===== config.mk =====
export PLATFORM = sky130hd
export DESIGN_NAME = fetch_stage
export DESIGN_NICKNAME = d
export VERILOG_FILES = /design/src/rtl/fetch_stage.sv
export SDC_FILE = /design/constraint.sdc
export NUM_CORES = 1
export LEC_CHECK = 0
export ABC_AREA = 1
export CAP_MARGIN = 20
export CORE_ASPECT_RATIO = 0.5
export CORE_MARGIN = 1.5
export CORE_UTILIZATION = 55
export CTS_CLUSTER_SIZE = 30
export DETAILED_ROUTE_END_ITERATION = 10
export PLACE_DENSITY = 0.82
export REMOVE_ABC_BUFFERS = 1
export SETUP_SLACK_MARGIN = 0.05
export SLEW_MARGIN = 10
export SYNTH_ARGS = -nofsm -noshare
export SYNTH_HDL_FRONTEND = slang
export SYNTH_SLANG_ARGS = --single-unit

===== constraint.sdc =====
create_clock -name clk -period 4.8 [get_ports clk]
set_input_delay 0.96 -clock clk [delete_from_list [all_inputs] [get_ports clk]]
set_output_delay 0.96 -clock clk [all_outputs]
set_load 0.02 [all_outputs]

===== src/rtl/fetch_stage.sv =====
// fetch_stage: front end of the SRV1 pipeline.
// Owns the program counter and issues word-address requests to instruction
// memory. Each returned instruction is registered with its 30-bit word PC for
// decode. Canonical NOPs fill every bubble. Redirects from execute override
// everything, and a request already on the bus is squashed rather than
// withdrawn.
//
// Ports:
//   clk          clock, rising edge
//   sync_rst     synchronous reset, active-high
//   clk_en       pipeline advance; gates only the inst_out/pc_out registers
//   redirect     execute-stage redirect
//   redirect_pc  word address to resume fetching from
//   imem_req     request valid
//   imem_addr    request word address
//   imem_ack     request accepted; imem_rdata valid this cycle
//   imem_rdata   instruction word
//   inst_out     instruction to decode
//   pc_out       word PC of inst_out
//
// state    | meaning
// ---------+------------------------------------------------------------
// ST_FETCH | request for addr on the bus
// ST_HELD  | skid buffer full, waiting for clk_en; no request
// ST_DRAIN | wrong-path request on the bus; its data will be dropped
module fetch_stage #(
  parameter logic [29:0] RESET_PC = 30'h0000_0000
) (
  input  logic        clk,
  input  logic        sync_rst,
  input  logic        clk_en,
  input  logic        redirect,
  input  logic [29:0] redirect_pc,
  output logic        imem_req,
  output logic [29:0] imem_addr,
  input  logic        imem_ack,
  input  logic [31:0] imem_rdata,
  output logic [31:0] inst_out,
  output logic [29:0] pc_out
);

  localparam logic [1:0] ST_FETCH = 2'd0;
  localparam logic [1:0] ST_HELD  = 2'd1;
  localparam logic [1:0] ST_DRAIN = 2'd2;

  localparam logic [31:0] NOP = 32'h0000_0013;

  logic [1:0]  state;
  logic [29:0] next_pc;
  logic [29:0] addr;
  logic [31:0] hold_inst;
  logic [29:0] hold_pc;
  logic [31:0] inst_q;
  logic [29:0] pc_q;

  // Request is masked combinationally during reset so an in-flight request
  // is abandoned in the very cycle reset is asserted.
  assign imem_req  = !sync_rst && (state != ST_HELD);
  assign imem_addr = sync_rst ? RESET_PC : addr;
  assign inst_out  = inst_q;
  assign pc_out    = pc_q;

  always_ff @(posedge clk) begin
    if (sync_rst) begin
      state     <= ST_FETCH;
      next_pc   <= RESET_PC;
      addr      <= RESET_PC;
      hold_inst <= NOP;
      hold_pc   <= RESET_PC;
      inst_q    <= NOP;
      pc_q      <= RESET_PC;
    end else if (redirect) begin
      // Redirect ignores clk_en: the wrong-path instruction must not linger.
      inst_q  <= NOP;
      next_pc <= redirect_pc;
      case (state)
        ST_FETCH: begin
          if (imem_ack) addr  <= redirect_pc;
          else          state <= ST_DRAIN;  // addr must stay stable until ack
        end
        ST_HELD: begin
          addr  <= redirect_pc;
          state <= ST_FETCH;
        end
        ST_DRAIN: begin
          if (imem_ack) begin
            addr  <= redirect_pc;
            state <= ST_FETCH;
          end
        end
        default: state <= ST_FETCH;
      endcase
    end else begin
      case (state)
        ST_FETCH: begin
          if (imem_ack) begin
            next_pc <= addr + 30'd1;
            if (clk_en) begin
              inst_q <= imem_rdata;
              pc_q   <= addr;
              addr   <= addr + 30'd1;
            end else begin
              hold_inst <= imem_rdata;
              hold_pc   <= addr;
              state     <= ST_HELD;
            end
          end else if (clk_en) begin
            inst_q <= NOP;
          end
        end
        ST_HELD: begin
          if (clk_en) begin
            inst_q <= hold_inst;
            pc_q   <= hold_pc;
            addr   <= next_pc;
            state  <= ST_FETCH;
          end
        end
        ST_DRAIN: begin
          if (imem_ack) begin
            addr  <= next_pc;
            state <= ST_FETCH;
          end
          if (clk_en) inst_q <= NOP;
        end
        default: state <= ST_FETCH;
      endcase
    end
  end

endmodule


# --- Yosys cells after proc, flatten, opt, wreduce, memory -nomap -nowiden ---
# Index checks and enable logic that the tools add are counted.
classes:
  eq_ne: 15
  bitwise: 2
  n_reduce_logical: 16
  mux: 29
  n_addsub: 1
ops:
  columns: ["op", "count"]
  rows:
  - ["30-bit 2-to-1 mux", 13]
  - ["32-bit 2-to-1 mux", 4]
  - ["30-bit case mux with 2 select lines", 2]
  - ["32-bit case mux with 3 select lines", 1]
  - ["30-bit case mux with 3 select lines", 1]
  - ["30-bit by 1-bit adder with 30-bit output, second input constant", 1]
  - ["3-bit != test, second input constant", 7]
  - ["2-bit 2-to-1 mux", 6]
  - ["4-bit AND reduction", 2]
  - ["7-bit AND reduction", 1]
  - ["2-bit != test, second input constant", 3]
  - ["3-bit by 2-bit != test with 1-bit output, second input constant", 2]
  - ["2-bit case mux with 3 select lines", 1]
  - ["2-bit nonzero test", 3]
  - ["5-bit AND reduction", 1]
  - ["2-bit case mux with 2 select lines", 1]
  - ["4-bit nonzero test", 1]
  - ["2-bit OR reduction", 2]
  - ["3-bit AND reduction", 1]
  - ["3-bit nonzero test", 1]
  - ["2-bit by 1-bit equality test with 1-bit output, second input constant", 1]
  - ["2-bit equality test, second input constant", 1]
  - ["2-bit logical NOT", 1]
  - ["2-bit by 1-bit != test with 1-bit output, second input constant", 1]
  - ["other kinds (4)", 5]
totals:
  wordCells: 70
  out_inout_bits: 93
  register_bits: 186
  inputBits: 67

# --- Logic depth before layout (Yosys ltp) ---
depth:
  word_depth: 5
  ltp_mapped: 12
  ltp_nobuf: 10

# --- Least setup slack after synthesis ---
# OpenSTA, ideal clock, no wires.
synth_path:
  kind: "input -> output"
  startpoint: "input port sync_rst"
  endpoint: "output port imem_addr[20]"
  slack_ns: 1.923
  t_arrival_ns: 1.917
  path_stages: 4
  path_buffers: 3
  required_ns: 3.840
  path_cell_list: "clkbuf_1 -> clkbuf_1 -> buf_1 -> nor2_1"
synth_via:
  elab_chain_len: 1
synth_rtl:
  columns: ["element", "line_no", "rtl"]
  rows:
  - ["start, declared", "30", "input logic sync_rst,"]
  - ["30-bit 2-to-1 mux", "59", "assign imem_addr = sync_rst ? RESET_PC : addr;"]
  - ["end, declared", "35", "output logic [29:0] imem_addr,"]
# No other way between the ends.

# --- Worst setup path after layout ---
layout_path:
  startpoint: "input port sync_rst"
  endpoint: "output port imem_addr[1]"
# The elaborated chain is that of the path after synthesis.

==> impl_metrics.ini <==
[outcome]
outcome = completed

[drt]
vias = 9755
drt_iter0_drc = 886
via_per_inst = 5.58
drtAntennaViolNets = 0
wl_um = 26800
drc_errors = 0
first_pass_iters = 5
routedWlPerCell_um = 15.4

[critical_path]
rr_startpoint = state[0]$_SDFFE_PP0P_
crit_fanout = 37
worstPathCellList = buf_2, buf_4, nor2_1, clkdlybuf4s50_1
crit_buf_inv = 3
crit_path_start_kind = primary input
end_kind = output port
critPathArrivalTime_ns = 2.59
crit_type = primary input to output port
rrSetupSlack_ns = 1.96
worstPathRequired_ns = 3.84
setup.worst_path.start = sync_rst
cp_slowest_cell = buf_2
cp_top_family = buffers and inverters
cpPeakStageDelay_ns = 0.61

[clock_network]
cts_sinks = 186
cts-htree-levels = 4
post_cts_resized = 0
cts_buffers = 17
cts-root-buf = clkbuf_16
cts_tree = yes
cts_setup_buffers = 0
clk_pin_slew_ns = 0.08
clock_latency_ns = 0.43
ctsHoldBuffers = 0
clockBufferDepth = 2

[placement]
io_buffer_count = 159
dpl_worst_slack_ns = 1.25
place_hpwl_um = 17300
place.gp.congestion = 0.986
placed_area_um2 = 10800

[synth]
synth_flop_cell = dfxtp_1
synthArstFlopShare_pct = 0
yosysTopAreaCell = dfxtp_1
synth_area_leaders = dfxtp_1 40%, nand2_1 12%, a21oi_1 10%, o21ai_0 8.7%, nor2_1 5.9%
synth_edf_count = 0
synth_cell_types = 34
synth_cells = 1413
synthSimpleGateAreaFrac_pct = 22.9
ys_warn_count = 0
synth_top_family_by_area = compound AO/OA/AOI/OAI gates
synth_top_area_share_pct = 40.2
synth_compound_area_share_pct = 25.0
synth_mux_area_share_pct = 0
ys_seq_area_share_pct = 40.2
synth_area_um2 = 9270
avgSynthCellArea_um2 = 6.56
yosys.area_share.adder_pct = 0.675
ys_ff_latch = 186
synth-xor-area-share_pct = 0.850

[finish]
antenna_cells = 0
layout.nets = 1580
n_fill_cell = 1381
syn_to_final_growth_pct = 23.1
layout_common_cells = 303 x nand2_1, 189 x a21oi_1, 186 x dfxtp_1
multi_input_area_um2 = 4610
regArea_um2 = 3720
drive_above_1_share_pct = 4.80
layout_commonest_cell = nand2_1
fin_util_pct = 69.5
fin_area_um2 = 11400

[grt]
grt_pass1_vias = 9047
grt_pass1_wl_um = 43700
gr-total-overflow = 0
grt_max_degree = 67
antenna_found_initial = 0
grt_usage_pct = 30.3

[floorplan]
die_area_um2 = 17700
initial_core_util_pct = 56.4
rows = 33
io_pins = 160
die_x_um = 187
core_area_um2 = 16400
die_y_um = 94.8

[min_path]
hp-class = register to register
hold_start = pc_out[1]$_SDFFE_PP0P_

[power_and_ir_drop]
p_total_mw = 3.95
vdd_drop_max_uv = 269
power_density_nw_per_um2 = 346
p_leak_nw = 4.44

[timing]
clock_skew_ns = 0.0118
worstMarginPinSlew_ns = 0.966
max_freq_mhz = 282
rsz0062_at_grt = no
finalSetupViolations = 0
fin_setup_tns_ns = 0
period_needed_ns = 3.55
max-slew-margin-rel_pct = 35.5
maxSlewViolCount = 0
hold_violations = 0
finalCritPeriodShare_pct = 73.9
fin_ws_ns = 1.25

[flow_run]
drv_cap = 0
[report_power, final]
part	switching (mW)	leakage (nW)	internal (mW)
clock network	0.664	0.270	0.744
registers	0.0867	1.52	1.65
logic	0.502	2.64	0.297
[cell families (layout without fill, tap and decap cells)]
family                   after synthesis  after routing
adder cells (fa/ha/maj)                5              5
AND/OR/NAND/NOR                      530            530
buffers and inverters                238            346
XOR/XNOR                               9              9
flip-flops                           186            186
AO/OA/AOI/OAI                        445            445
[state kept, by name, summed over array words and instances (netlist names)]
| register | flops |
|---|---|
| pc_out | 30 |
| addr | 30 |
| inst_out | 32 |
| next_pc | 30 |
| state | 2 |
| hold_pc | 30 |
| hold_inst | 32 |
[stage by stage]
| step | instances | hold slack [ns] |
|---|---|---|
| after global placement | 1716 | 0.432 |
| after floorplan | 1315 | 0.427 |
| after CTS | 1748 | 0.447 |
| after global routing | 1748 | 0.464 |
| after detailed placement | 1716 | 0.436 |
| final | 1748 | 0.445 |
[layer usage]
metal	global-route usage [%]	part of all wire, %
met5	0	0
met4	11.0	2.0
met3	5.72	8.4
met2	51.9	46
met1	38.7	44
[cell type report]
| class | count | area share, % |
|---|---|---|
| multi-input cells | 989 | 40.4 |
| flip-flops and latches | 186 | 32.6 |
| repair buffers | 174 | 14.8 |
| inverters | 140 | 4.61 |
| clock buffers | 19 | 3.88 |
| well taps | 227 | 2.49 |
| clock inverters | 13 | 1.16 |
[cell usage after synthesis (all sizes together) (9+ instances only)]
| master | instances |
|---|---|
| a21oi | 189 |
| a31oi | 13 |
| buf | 46 |
| clkbuf | 52 |
| dfxtp | 186 |
| inv | 140 |
| nand2 | 304 |
| nand3 | 71 |
| nor2 | 150 |
| o21ai | 224 |
| xor2 | 9 |
[worst paths after layout]
path / cells after the start / endpoint
max: 4 / imem_addr[1]
min: 2 / pc_out[1]$_SDFFE_PP0P_
max reg2reg: 9 / addr[6]$_SDFFE_PP0P_
min reg2reg: 2 / pc_out[1]$_SDFFE_PP0P_
[worst reg2reg max path: cells and delay by family, from the launching register on]
kind	cells	cell delay, ns
buffers and inverters	3	1.03
adder cells (fa/ha/maj)	1	0.58
AND/OR/NAND/NOR	4	0.53
AO/OA/AOI/OAI	1	0.17
flip-flops	1	0.44
(Power assumes the default switching activity.)
